==> src/rtl/calc_key_ctrl.sv <==
// calc_key_ctrl: keypad-entry sequencer for the 4-bit calculator datapath.
// Edge-detects the digit/function/equals/clear keys, assembles operand A,
// function code and operand B, strobes get_res for one cycle and latches
// the calculator result.
//
// state   | meaning
// --------+-----------------------------------------------------------
// A_ENTRY | collecting operand A (last digit wins), waiting for func
// OP      | function latched, waiting for first digit of operand B
// B_ENTRY | collecting operand B, waiting for equals
// EXEC    | get_res high for one cycle, result captured at its end
// SHOW    | result displayed; a digit starts a fresh entry
module calc_key_ctrl (
   input  logic       clk,
   input  logic       rst,
   input  logic [9:0] key_digit,
   input  logic       key_func,
   input  logic [2:0] func_sel,
   input  logic       key_eq,
   input  logic       key_clr,
   input  logic [7:0] calc_res,
   output logic [3:0] input_a,
   output logic [3:0] input_b,
   output logic [2:0] func,
   output logic       get_res,
   output logic [7:0] result,
   output logic       result_valid,
   output logic       err
);

   typedef enum logic [2:0] {A_ENTRY, OP, B_ENTRY, EXEC, SHOW} state_t;

   state_t     state_q, state_d;
   logic       a_valid_q, a_valid_d;
   logic [3:0] input_a_q, input_a_d;
   logic [3:0] input_b_q, input_b_d;
   logic [2:0] func_q, func_d;
   logic       get_res_q, get_res_d;
   logic [7:0] result_q, result_d;
   logic       result_valid_q, result_valid_d;
   logic       err_q, err_d;

   logic [9:0] key_digit_q;
   logic       key_func_q, key_eq_q, key_clr_q;

   logic [9:0] dig_rise;
   logic       dig_one;
   logic [3:0] dig_val;
   logic       func_ev, eq_ev, clr_ev, func_legal;

   // Key edge detection: an event is a key sampled high that was low last edge.
   always_comb begin
      dig_rise   = key_digit & ~key_digit_q;
      dig_one    = (dig_rise != 10'd0) && ((dig_rise & (dig_rise - 10'd1)) == 10'd0);
      dig_val    = 4'd0;
      for (int i = 0; i < 10; i++) begin
         if (dig_rise[i]) dig_val = 4'(i);
      end
      func_ev    = key_func & ~key_func_q;
      eq_ev      = key_eq & ~key_eq_q;
      clr_ev     = key_clr & ~key_clr_q;
      func_legal = (func_sel <= 3'b101);
   end

   // Next-state and output-register logic; only the highest-priority event
   // present in a cycle is considered, even if the current state ignores it.
   always_comb begin
      state_d        = state_q;
      a_valid_d      = a_valid_q;
      input_a_d      = input_a_q;
      input_b_d      = input_b_q;
      func_d         = func_q;
      result_d       = result_q;
      result_valid_d = result_valid_q;
      err_d          = err_q;

      if (clr_ev) begin
         state_d        = A_ENTRY;
         a_valid_d      = 1'b0;
         input_a_d      = 4'd0;
         input_b_d      = 4'd0;
         func_d         = 3'b000;
         result_d       = 8'd0;
         result_valid_d = 1'b0;
         err_d          = 1'b0;
      end else begin
         case (state_q)
            A_ENTRY: begin
               if (eq_ev) begin
               end else if (func_ev) begin
                  if (a_valid_q) begin
                     if (func_legal) begin
                        func_d  = func_sel;
                        state_d = OP;
                     end else begin
                        err_d = 1'b1;
                     end
                  end
               end else if (dig_one) begin
                  input_a_d = dig_val;
                  a_valid_d = 1'b1;
               end
            end
            OP: begin
               if (eq_ev) begin
               end else if (func_ev) begin
                  if (func_legal) func_d = func_sel;
                  else            err_d  = 1'b1;
               end else if (dig_one) begin
                  input_b_d = dig_val;
                  state_d   = B_ENTRY;
               end
            end
            B_ENTRY: begin
               if (eq_ev) begin
                  if (func_q == 3'b011 && input_b_q == 4'd0) begin
                     err_d          = 1'b1;
                     result_d       = 8'd0;
                     result_valid_d = 1'b1;
                     state_d        = SHOW;
                  end else begin
                     state_d = EXEC;
                  end
               end else if (func_ev) begin
               end else if (dig_one) begin
                  input_b_d = dig_val;
               end
            end
            EXEC: begin
               result_d       = calc_res;
               result_valid_d = 1'b1;
               state_d        = SHOW;
            end
            SHOW: begin
               if (eq_ev || func_ev) begin
               end else if (dig_one) begin
                  input_a_d      = dig_val;
                  input_b_d      = 4'd0;
                  func_d         = 3'b000;
                  a_valid_d      = 1'b1;
                  result_valid_d = 1'b0;
                  err_d          = 1'b0;
                  state_d        = A_ENTRY;
               end
            end
            default: state_d = A_ENTRY;
         endcase
      end

      get_res_d = (state_d == EXEC);
   end

   // State, key history and output registers.
   always_ff @(posedge clk or posedge rst) begin
      if (rst) begin
         state_q        <= A_ENTRY;
         a_valid_q      <= 1'b0;
         input_a_q      <= 4'd0;
         input_b_q      <= 4'd0;
         func_q         <= 3'b000;
         get_res_q      <= 1'b0;
         result_q       <= 8'd0;
         result_valid_q <= 1'b0;
         err_q          <= 1'b0;
         key_digit_q    <= 10'd0;
         key_func_q     <= 1'b0;
         key_eq_q       <= 1'b0;
         key_clr_q      <= 1'b0;
      end else begin
         state_q        <= state_d;
         a_valid_q      <= a_valid_d;
         input_a_q      <= input_a_d;
         input_b_q      <= input_b_d;
         func_q         <= func_d;
         get_res_q      <= get_res_d;
         result_q       <= result_d;
         result_valid_q <= result_valid_d;
         err_q          <= err_d;
         key_digit_q    <= key_digit;
         key_func_q     <= key_func;
         key_eq_q       <= key_eq;
         key_clr_q      <= key_clr;
      end
   end

   assign input_a      = input_a_q;
   assign input_b      = input_b_q;
   assign func         = func_q;
   assign get_res      = get_res_q;
   assign result       = result_q;
   assign result_valid = result_valid_q;
   assign err          = err_q;

endmodule

==> config.mk <==
export PLATFORM = sky130hd
export DESIGN_NAME = calc_key_ctrl
export DESIGN_NICKNAME = d
export VERILOG_FILES = /design/src/rtl/calc_key_ctrl.sv
export SDC_FILE = /design/constraint.sdc
export NUM_CORES = 1
export LEC_CHECK = 0
export CAP_MARGIN = 10
export CORE_UTILIZATION = 49
export DETAILED_ROUTE_END_ITERATION = 10
export GPL_ROUTABILITY_DRIVEN = 0
export HOLD_SLACK_MARGIN = 0.02
export PLACE_DENSITY = 0.8
export SLEW_MARGIN = 10
export SYNTH_ARGS = -nofsm -noshare
export SYNTH_HDL_FRONTEND = slang
export SYNTH_SLANG_ARGS = --single-unit
==> constraint.sdc <==
create_clock -name clk -period 2.7 [get_ports clk]
set_input_delay 0.54 -clock clk [delete_from_list [all_inputs] [get_ports clk]]
set_output_delay 0.54 -clock clk [all_outputs]
set_load 0.005 [all_outputs]
* Word-level counts from Yosys, hierarchy flattened
Cells that the tools add are included. W data, S select, Z words.
Storage, ports and cells: bits in registers 39, input bits 26, output and inout port bits 22, logic and storage cells 132
Operators by class: add/subtract/negate cells 1, order comparisons 1, equal/unequal tests 19, muxes and demuxes 69, bitwise logic cells 9, reductions and logical operators 20
Operator list (count):
- $mux W4 | 19
- $mux W3 | 21
- $ne A3 B3 Y1 const B | 10
- $mux W8 | 3
- $and A10 B10 Y10 | 2
- $mux W1 | 18
- $pmux W4 S2 | 2
- $pmux W8 S2 | 1
- $pmux W3 S5 | 1
- $eq A3 B2 Y1 const B | 4
- $logic_not A10 Y1 | 1
- $not A10 Y10 | 1
- $reduce_and A10 Y1 | 1
- $reduce_bool A10 Y1 | 1
- $sub A10 B1 Y10 const B | 1
- $pmux W3 S3 | 1
- $reduce_bool A3 Y1 | 3
- $reduce_and A8 Y1 | 1
- $reduce_bool A4 Y1 | 2
- $ne A3 B2 Y1 const B | 2
- $reduce_and A6 Y1 | 1
- $reduce_and A5 Y1 | 1
- $reduce_bool A5 Y1 | 1
- $logic_not A4 Y1 | 1
- other kinds (15) | 20

* Logic depth before layout (Yosys ltp)
Gate-level depths: netlist (run 1).
word-level depth 16, mapped depth 7, gate-level depth less buffers 6

* Worst setup path after synthesis (run 1)
Ideal clock, no wire load.
path kind input port to flip-flop, start point input port key_digit[4], end point register input_a_q[1], in the netlist input_a[1], setup time 125 ps, arrival time 1953 ps, required time 2575 ps, setup slack 622 ps, cell stages on the path 6, buffers on the path 0, cell sequence nand2b_1 nand3_2 or4_1 and4b_4 nand3_4 mux2_2
On the way: cells in the longest elaborated chain, start to end 12, elaborated cells on any way between the ends 18, those cells by class add/sub (1); mux (12); bitwise (2); reduce/logical (3)
RTL lines:
- start, declared | RTL line 16 | input logic [9:0] key_digit,
- $and A10 B10 Y10 * | RTL line 53 | dig_rise = key_digit & ~key_digit_q;
- branches (longest 6 deep; another with $sub A10 B1 Y10)
- $mux W4 * | RTL line 99, 136
- $mux W4 | RTL line 90 | end else if (func_ev) begin
- $mux W4 | RTL line 89 | if (eq_ev) begin
- $pmux W4 S2 * | RTL line 87 | case (state_q)
- $mux W4 * | RTL line 77 | if (clr_ev) begin
- end signal, assigned | RTL line 172 | input_a_q <= input_a_d;
- end, declared | RTL line 35 | logic [3:0] input_a_q, input_a_d;
Every way passes the cells marked *. The select of a mux whose other input is x is not followed. A chain may end at the register's enable or synchronous reset.

* Final worst setup path (run 1)
start point input port key_digit[2], end point register input_a_q[1], in the netlist input_a[1]
On the way: cells in the longest elaborated chain, start to end 14, elaborated cells on any way between the ends 20, those cells by class add/sub (1); mux (14); bitwise (2); reduce/logical (3)
RTL lines (RTL line):
- $and A10 B10 Y10 * | 53
- branches (longest 8 deep; another with $sub A10 B1 Y10)
- $mux W4 * | 99, 136
- $mux W4 | 90
- $mux W4 | 89
- $pmux W4 S2 * | 87
- $mux W4 * | 77
Marked as above.

==> results_dict.tcl, run 1 <==
set metrics [dict create \
    die_y_um 64.59 \
    synthDistinctLibCells 46 \
    endpoint "input_a[1]" \
    ys_warn_count 0 \
    worstSetupPathType "input pin to flip-flop" \
    wire_per_inst_um 16.00 \
    cpPeakStageDelay_ns 0.56 \
    cts_tree "yes" \
    leakage_nw 1.146 \
    drive_above_1_share_pct 13.54 \
    power_frac_comb_pct 20.6 \
    ctsHoldBuffers 0 \
    die-area_sq_um 4171 \
    antenna_found_initial 0 \
    slew_headroom_pct 60.75 \
    ir_drop_uv 372.0 \
    wl_mm 4.432 \
    p_switching_mw 0.3888 \
    rsz0062_at_grt "no" \
    core_region_area_sq_um 3716 \
    r2r_start "key_digit_q[0]" \
    first_pass_iters 6 \
    drv_cap 0 \
    cts-root-buf "clkbuf_8" \
    multi_input_area_sq_um 910.9 \
    fin_crit_ns 2.379 \
    viasPerCell 5.877 \
    synth_top_area_share_pct 50.85 \
    grt_remaining_overflow 0 \
    cts_buffer_depth 2 \
    syn_area_sq_um 1919 \
    placed_cells 269 \
    cts_buffers 5 \
    worstMarginPinSlew_ns 0.5876 \
    grt_pass1_vias 1640 \
    io_pins 48 \
    diodes 0 \
    yosys.area.top_type "dfrtp_1" \
    synth_seq_cells 39 \
    cp.arrival_ns 2.56 \
    setup-tns-final_ns 0 \
    hold_path.class "flip-flop to flip-flop" \
    rows 22 \
    reg2regPathDepth 6 \
    fin_skew_ns 0.01150 \
    grt_use_total_pct 23.93 \
    grt_pass1_wl_mm 7.472 \
    end_kind "flip-flop" \
    hold_viol 0 \
    grt_max_degree 40 \
    post_cts_resized 0 \
    p_sw_share_pct 26.31 \
    clock_sinks 39 \
    num-fill-cells 283 \
    min_path_cells 1 \
    critPathLaunchType "input pin" \
    via_count 1628 \
    rr_endpoint "input_a[1]" \
    synthCells 174 \
    yosys-top-cells-area "dfrtp_1 51%, mux2i_1 5.7%, a22o_1 3.7%" \
    post-route-util_pct 69.63 \
    synth_flop_cell "dfrtp_1" \
    port_buffers 47 \
    slowest_stage "or4_1" \
    setup_viol 0 \
    syn-num-nets 200 \
    synth_edf_count 0 \
    start_util_pct 51.65 \
    dieWidth_um 64.59 \
    async_flop_share_pct 100.0 \
    cts_setup_buffers 0 \
    cp-startpoint "key_digit[2]" \
    drc 0 \
    seq_power_share_pct 45.2 \
    power_density_nw_per_um2 571.1 \
    nets 254 \
    avgSynthCellArea_sq_um 11.03 \
    regToRegSetupSlack_ns 0.65 \
    min_period_over_period_pct 88.11 \
    path_clk_slew_ns 0.07 \
    intPower_mw 1.089 \
    hpwl_mm 3.234 \
    areaGrowthSynthToFinish_pct 34.81 \
    clock_latency_ns 0.30 \
    cp_data_required_time_ns 2.88 \
    status "finished, final reports clean" \
    synth-seq-area-share_pct 50.85 \
    fmax_mhz 420.4 \
    seq_area_sq_um 975.9 \
    h-tree-depth 2 \
    crit_chain "clkdlybuf4s50_1, nand2b_4, nand4_4, or4_1, and4b_4, nand3_4, mux2_2" \
    clkPwrFrac_pct 34.2 \
    postRouteAntennaNets 0 \
    drv_slew 0 \
    drt-initial-drc-count 96 \
    final_cells 277 \
    worstPathMaxFanout 5 \
]
-- placed cells by master (no fill, tap or decap), types with 3 or more instances in the layout --
| master | instances |
|---|---|
| clkdlybuf4s50_1 | 47 |
| dfrtp_1 | 39 |
| nand2_1 | 18 |
| nor2b_1 | 11 |
| mux2i_1 | 11 |
| a22o_1 | 8 |
| nor2_1 | 7 |
| nand2b_1 | 6 |
| and3_1 | 6 |
| clkbuf_8 | 6 |
| buf_4 | 6 |
| nand2b_2 | 5 |
| a21oi_1 | 5 |
| o21ai_0 | 4 |
| nand3_1 | 4 |
| o21ai_1 | 4 |
| nor4_1 | 3 |
| nand4_1 | 3 |
-- worst min path at each step --
stage                   start         to
global placement    result[0]  result[0]
global route        result[5]  result[5]
finish              result[4]  result[4]
floorplan           result[0]  result[0]
CTS                 result[1]  result[1]
detailed placement  result[1]  result[1]
-- synthesized netlist by cell type (3+ instances only) --
master    instances
a21oi_1           5
a22o_1            8
and3_1            6
clkbuf_1          4
dfrtp_1          39
mux2i_1          11
nand2_1          18
nand2b_1          6
nand2b_2          5
nand3_1           4
nand4_1           3
nor2_1            7
nor2b_1          11
nor4_1            3
o21ai_0           4
o21ai_1           4
-- per-layer routing --
| metal | GRT usage, % | routed length, um |
|---|---|---|
| met5 | 0 | 0 |
| met4 | 11.39 | 121 |
| met3 | 6.514 | 236 |
| met2 | 41.18 | 2267 |
| met1 | 27.37 | 1807 |
-- sequential cells by signal (all words and copies together), names as in the netlist, 3 cells and up --
name	count
func	3
state_q	3
input_b	4
input_a	4
key_digit_q	10
result	8
-- power by group through the flow --
stage	Combinational, mW	Sequential [mW]	Clock (mW)
final	0.305	0.667	0.506
after global routing	0.334	0.672	0.542
after floorplan	0.168	0.665	0
after detailed placement	0.303	0.677	0
after CTS	0.306	0.666	0.516
after global placement	0.295	0.674	0
-- stage by stage --
step	hold slack [ns]	cell area (sq um)	setup WS, ns	total power, mW
final	0.5103	2587	0.3211	1.478
after global routing	0.5386	2587	0.2634	1.548
after CTS	0.5163	2587	0.3239	1.488
after detailed placement	0.4950	2470	0.06326	0.9808
after global placement	0.4891	2470	0.1171	0.9692
after floorplan	0.4981	1919	0.6222	0.8338
-- worst max-delay path: cells and delay by family --
kind	cells	cell delay (ns)
simple gates	5	1.20
mux	1	0.34
buf+inv	1	0.48
-- logic make-up after synthesis --
kind of cell | Yosys count | share of synthesized area (%)
XOR/XNOR | 1 | 0.4564
multiplexers | 12 | 6.324
buffers and inverters | 8 | 1.695
AND/OR/NAND/NOR | 74 | 24.45
flip-flops | 39 | 50.85
AO/OA/AOI/OAI | 40 | 16.23
-- cell type report --
cell class | count | area share, %
Multi-Input combinational cell | 127 | 35.20
Clock buffer | 6 | 3.191
Timing Repair Buffer | 53 | 19.92
Sequential cell | 39 | 37.72
Inverter | 2 | 0.2901
Tap cell | 48 | 2.321
Clock inverter | 2 | 1.354
Power figures use the tool's default switching activity.
==> run 2: changes to the inputs <==
--- a/config.mk
+++ b/config.mk
@@ -5,12 +5,13 @@
 export SDC_FILE = /design/constraint.sdc
 export NUM_CORES = 1
 export LEC_CHECK = 0
-export CAP_MARGIN = 10
+export CAP_MARGIN = 20
 export CORE_UTILIZATION = 49
 export DETAILED_ROUTE_END_ITERATION = 10
 export GPL_ROUTABILITY_DRIVEN = 0
 export HOLD_SLACK_MARGIN = 0.02
-export PLACE_DENSITY = 0.8
+export PLACE_DENSITY = 0.85
+export REMOVE_ABC_BUFFERS = 1
 export SLEW_MARGIN = 10
 export SYNTH_ARGS = -nofsm -noshare
 export SYNTH_HDL_FRONTEND = slang
==> run 2 against run 1 <==
  * Clock skew is 0.0044 ns lower
  * Wire length is 11% lower
  * Critical path type unchanged
  * Flip-flop and latch count stayed put
  * Highest routed layer unchanged
  * Largest cell class unchanged
  * Worst setup slack better by 0.045 ns
  * Global-route usage is 2.3 points lower
==> results_dict.tcl, run 2 (synthesis results as in run 1) <==
set metrics [dict create \
    status "finished, final reports clean" \
    min_from "result[5]" \
    grt_pass1_wl_mm 6.851 \
    end_kind "flip-flop" \
    leakage_nw 1.122 \
    post_cts_resized 0 \
    grt_max_degree 40 \
    h-tree-depth 2 \
    hold_viol 0 \
    worstSetupPathType "input pin to flip-flop" \
    drv_slew 0 \
    rsz0062_at_grt "no" \
    via_count 1502 \
    regToRegSetupSlack_ns 0.70 \
    path_clk_slew_ns 0.07 \
    min_period_over_period_pct 86.45 \
    grt_pass1_vias 1534 \
    clock_sinks 39 \
    ir_drop_uv 428.4 \
    worstPathMaxFanout 5 \
    setup-tns-final_ns 0 \
    critPathLaunchType "input pin" \
    antenna_found_initial 0 \
    largest-register "key_digit_q" \
    postRouteAntennaNets 0 \
    cts_buffer_depth 2 \
    fin_skew_ns 0.007138 \
    final_common_cell "clkdlybuf4s50_1" \
    ctsHoldBuffers 0 \
    drv_cap 0 \
    core_region_area_sq_um 3716 \
    reg2regPathDepth 6 \
    start_util_pct 51.65 \
    cp_data_required_time_ns 2.87 \
    min_to "result[5]" \
    clkPwrFrac_pct 28.0 \
    r2r_start "key_digit_q[2]" \
    hold_path.class "flip-flop to flip-flop" \
    power_frac_comb_pct 22.3 \
    areaGrowthSynthToFinish_pct 32.53 \
    layout_common_cells "47 x clkdlybuf4s50_1, 39 x dfrtp_1, 18 x nand2_1" \
    final_cells 276 \
    io_pins 48 \
    wire_per_inst_um 14.25 \
    p_sw_share_pct 27.45 \
    cts_tree "yes" \
    clock_latency_ns 0.29 \
    diodes 0 \
    dieWidth_um 64.59 \
    viasPerCell 5.442 \
    cts_setup_buffers 0 \
    p_switching_mw 0.3671 \
    grt_use_total_pct 21.66 \
    drc 0 \
    cp.arrival_ns 2.50 \
    largest_reg_flops 10 \
    drive_above_1_share_pct 12.28 \
    rr_endpoint "input_a[1]" \
    grt_remaining_overflow 0 \
    hpwl_mm 2.918 \
    drt-initial-drc-count 77 \
    cts_buffers 5 \
    placed_cells 268 \
    setup_viol 0 \
    wl_mm 3.934 \
    die-area_sq_um 4171 \
    fmax_mhz 428.4 \
    seq_power_share_pct 49.8 \
    power_density_nw_per_um2 525.7 \
    rows 22 \
    nets 253 \
    cts-root-buf "clkbuf_8" \
    slew_headroom_pct 63.95 \
    die_y_um 64.59 \
    worstMarginPinSlew_ns 0.5388 \
    fin_crit_ns 2.334 \
    intPower_mw 0.9702 \
    first_pass_iters 4 \
    min_path_cells 1 \
    port_buffers 47 \
]
run 2: cell types whose count changed in the layout (fill, tap and decap cells not counted):
cell | previous run | this run
buf_4 | 6 | 5
clkbuf_8 | 6 | 5
bufinv_16 | 1 | 0
clkbuf_1 | 0 | 2
run 2: cell type report:
class / instances / area (sq um)
timing repair buffer: 52 / 508.0
inverter: 2 / 7.507
multi-input combinational: 127 / 910.9
sequential: 39 / 975.9
clock inverter: 1 / 5.005
tap: 48 / 60.06
fill: 297 / 1172
clock buffer: 7 / 76.32
run 2: worst max-delay path by stage:
| stage | endpoint | cells past startpoint | startpoint |
|---|---|---|---|
| 2_1_floorplan | input_a[1] | 6 | key_digit[4] |
| 3_3_place_gp | input_a[1] | 7 | key_digit[2] |
| 3_5_place_dp | input_a[1] | 7 | key_digit[1] |
| 4_1_cts | input_a[1] | 7 | key_digit[1] |
| 5_1_grt | input_a[1] | 7 | key_digit[3] |
| 6_report | input_a[1] | 7 | key_digit[1] |
run 2: metal layers:
metal | global-route usage, % | share of wire, %
met5 | 0 | 0
met4 | 5.556 | 1.0
met3 | 6.690 | 5.1
met1 | 26.87 | 44
met2 | 36.58 | 49
run 2: through the flow:
stage	util [%]	worst slack [ns]	hold WS [ns]	cell area (sq um)	total power [mW]
5_1_grt	68.45	0.3084	0.5398	2544	1.411
3_3_place_gp	66.26	0.1196	0.4908	2462	0.9680
4_1_cts	68.45	0.3738	0.5110	2544	1.353
3_5_place_dp	66.26	0.07070	0.4905	2462	0.9747
2_1_floorplan	-	0.6202	0.4981	1894	0.8302
6_report	68.45	0.3657	0.5097	2544	1.337
run 2: power groups by stage:
| stage | registers, mW | logic (mW) | clock network, mW |
|---|---|---|---|
| 2_1_floorplan | 0.670 | 0.160 | 0 |
| 3_3_place_gp | 0.675 | 0.293 | 0 |
| 3_5_place_dp | 0.676 | 0.299 | 0 |
| 4_1_cts | 0.665 | 0.301 | 0.387 |
| 5_1_grt | 0.672 | 0.328 | 0.412 |
| 6_report | 0.665 | 0.298 | 0.374 |
run 2: worst max-delay path: stages:
cell	delay, ns
clkdlybuf4s50_1	0.44
nand2b_2	0.14
nand4_4	0.14
or4_1	0.53
and4b_4	0.25
nand3_4	0.11
mux2_2	0.35
==> run 3: changes to the inputs <==
--- a/config.mk
+++ b/config.mk
@@ -5,12 +5,13 @@
 export SDC_FILE = /design/constraint.sdc
 export NUM_CORES = 1
 export LEC_CHECK = 0
+export ABC_AREA = 1
 export CAP_MARGIN = 20
-export CORE_UTILIZATION = 49
+export CORE_UTILIZATION = 50
 export DETAILED_ROUTE_END_ITERATION = 10
 export GPL_ROUTABILITY_DRIVEN = 0
 export HOLD_SLACK_MARGIN = 0.02
-export PLACE_DENSITY = 0.85
+export PLACE_DENSITY = 0.84
 export REMOVE_ABC_BUFFERS = 1
 export SLEW_MARGIN = 10
 export SYNTH_ARGS = -nofsm -noshare
==> run 3 against run 2 <==
  * Cell count is 38% higher
  * Via count rose by 28%
  * Worst setup slack better by 0.36 ns
  * Combinational power up 38%
  * Critical path type unchanged
==> results_dict.tcl, run 3 <==
set metrics [dict create \
    via_count 1929 \
    setup_viol 0 \
    die_y_um 67.63 \
    avgSynthCellArea_sq_um 7.802 \
    min_period_over_period_pct 73.00 \
    dp_slack_ns 0.4228 \
    areaGrowthSynthToFinish_pct 30.45 \
    cts_tree "yes" \
    dieWidth_um 67.63 \
    holdWs_ns 0.4748 \
    cts-root-buf "clkbuf_8" \
    layout_common_cells "58 x nand2_1, 47 x clkdlybuf4s50_1, 43 x inv_1" \
    postRouteAntennaNets 0 \
    worstSetupPathType "input pin to flip-flop" \
    slew_headroom_pct 67.74 \
    num-fill-cells 330 \
    synth-seq-area-share_pct 45.32 \
    timing.final.ws_setup_ns 0.7289 \
    cts_buffers 5 \
    drc 0 \
    path_buf_inv 3 \
    ir_drop_uv 317.4 \
    synth_top_area_share_pct 45.32 \
    clock_latency_ns 0.30 \
    fmax_mhz 507.3 \
    synth_seq_cells 39 \
    slowest_stage "clkdlybuf4s50_1" \
    synth.most_common_cell "nand2_1" \
    cts_setup_buffers 0 \
    first_pass_iters 4 \
    drv_slew 0 \
    antenna_found_initial 0 \
    cts_buffer_depth 2 \
    clock_sinks 39 \
    drv_cap 0 \
    diodes 0 \
    seq_area_sq_um 975.9 \
    yosys.area.top_type "dfrtp_1" \
    cp_data_required_time_ns 2.90 \
    synth_flop_cell "dfrtp_1" \
    hpwl_mm 3.320 \
    ys_warn_count 0 \
    die-area_sq_um 4573 \
    drive_above_1_share_pct 17.22 \
    final_common_cell "nand2_1" \
    core_region_area_sq_um 4058 \
    drt-initial-drc-count 103 \
    wl_mm 4.397 \
    grt_remaining_overflow 0 \
    worstPathMaxFanout 14 \
    setup-tns-final_ns 0 \
    power_density_nw_per_um2 564.4 \
    port_buffers 47 \
    design_area_sq_um 2809 \
    cpPeakStageDelay_ns 0.47 \
    nets 356 \
    path_clk_slew_ns 0.08 \
    rows 23 \
    end_kind "flip-flop" \
    grt_use_total_pct 22.34 \
    async_flop_share_pct 100.0 \
    yosys-top-cells-count "58 x nand2_1, 43 x inv_1, 39 x dfrtp_1" \
    leakage_nw 1.471 \
    rsz0062_at_grt "no" \
    worstMarginPinSlew_ns 0.4839 \
    multi_input_area_sq_um 968.4 \
    post_dp_cell_area_sq_um 2696 \
    grt_pass1_wl_mm 7.493 \
    critPathLaunchType "input pin" \
    synthCells 276 \
    hold_viol 0 \
    cp.arrival_ns 2.17 \
    critPathTopFamily "buffers and inverters" \
    synth_edf_count 0 \
    post_cts_resized 0 \
    crit_top_cell "nand2_1" \
    hold_path.class "flip-flop to flip-flop" \
    h-tree-depth 2 \
    status "finished, final reports clean" \
    ctsHoldBuffers 0 \
    largest-register "key_digit_q" \
    syn_area_sq_um 2153 \
    synthDistinctLibCells 32 \
    viasPerCell 5.063 \
    grt_max_degree 40 \
    wire_per_inst_um 11.54 \
    fin_crit_ns 1.971 \
    power_mw 1.585 \
    largest_reg_flops 10 \
    yosys-top-cells-area "dfrtp_1 45%, nand2_1 10%, inv_1 7.5%" \
    fin_skew_ns 0.01259 \
    io_pins 48 \
    grt_pass1_vias 1780 \
    crit_chain "clkdlybuf4s50_1, inv_1, nor2_4, inv_1, nand2_1, a31oi_1, a21oi_2, nand3_2, nand2_1, nand2_1" \
    start_util_pct 53.07 \
]
==> run 3: cell count changes after synthesis, moves of 6 or more <==
cell	before	now
nor2b_1	11	0
nand2b_1	6	0
mux2i_1	11	0
a22o_1	8	0
inv_2	0	7
nand3_1	4	26
inv_1	2	43
nand2_1	18	58
nor2_1	7	20
nand2_2	0	16
nand4_1	3	14
nor2_2	0	7
and3_1	6	0
o21ai_0	4	12
==> run 3: through the flow <==
stage                     cells  utilization, %
after floorplan             273               -
after global placement      373           66.45
after detailed placement    373           66.45
after CTS                   381           69.23
after global routing        381           69.23
final                       381           69.23
==> run 3: cells by family (layout without fill, tap and decap cells) <==
group | count (synthesis) | in the layout | share of synthesized area, %
and+or+nand+nor | 154 | 154 | 37.13
buffers and inverters | 55 | 110 | 9.703
AOI/OAI and AO/OA | 28 | 28 | 7.845
DFF | 39 | 39 | 45.32
==> run 3: area by class of cell <==
class / instances / area share, %
tap: 50 / 2.227
multi-input combinational: 182 / 34.48
clock inverter: 3 / 1.559
inverter: 52 / 6.993
sequential: 39 / 34.74
clock buffer: 5 / 2.450
timing repair buffer: 50 / 17.55
==> run 3: worst reg2reg max path: stages, from the launching register on <==
cell and delay (ns):
dfrtp_1 0.34, inv_1 0.06, nand2_2 0.11, nand2_2 0.08, inv_1 0.08, nand2_1 0.06
nand2_1 0.09, inv_1 0.05, nor2_1 0.12, nand2_2 0.09, nor2_2 0.13, nand3b_2 0.15
nand3_1 0.11, nand2_1 0.05
==> run 3: path summary, 6_finish.rpt <==
path,from,end,slack (ns),depth (start not counted)
max,key_clr,func[1],0.73,10
min,err,err,0.47,2
max reg2reg,key_digit_q[2],input_a[3],1.06,13
min reg2reg,err,err,0.47,2
max in group asynchronous,rst,result[3],1.71,3
min in group asynchronous,rst,input_a[1],0.64,3
==> run 3: where the power goes <==
group | total, mW | internal (mW) | leakage, nW | switching [mW]
Combinational | 0.411 | 0.193 | 0.907 | 0.218
Clock | 0.492 | 0.275 | 0.0581 | 0.217
Sequential | 0.682 | 0.643 | 0.506 | 0.0396
==> run 3: layer usage <==
metal  wire length, um  share of wire [%]  track usage (%)  up-vias
li1                  -                  -                -      987
met1              2093                 48            28.92      874
met2              1953                 44            35.02       62
met3               277                6.3            6.250        6
met4                73                1.7            8.777        0
met5                 0                  0                0        -
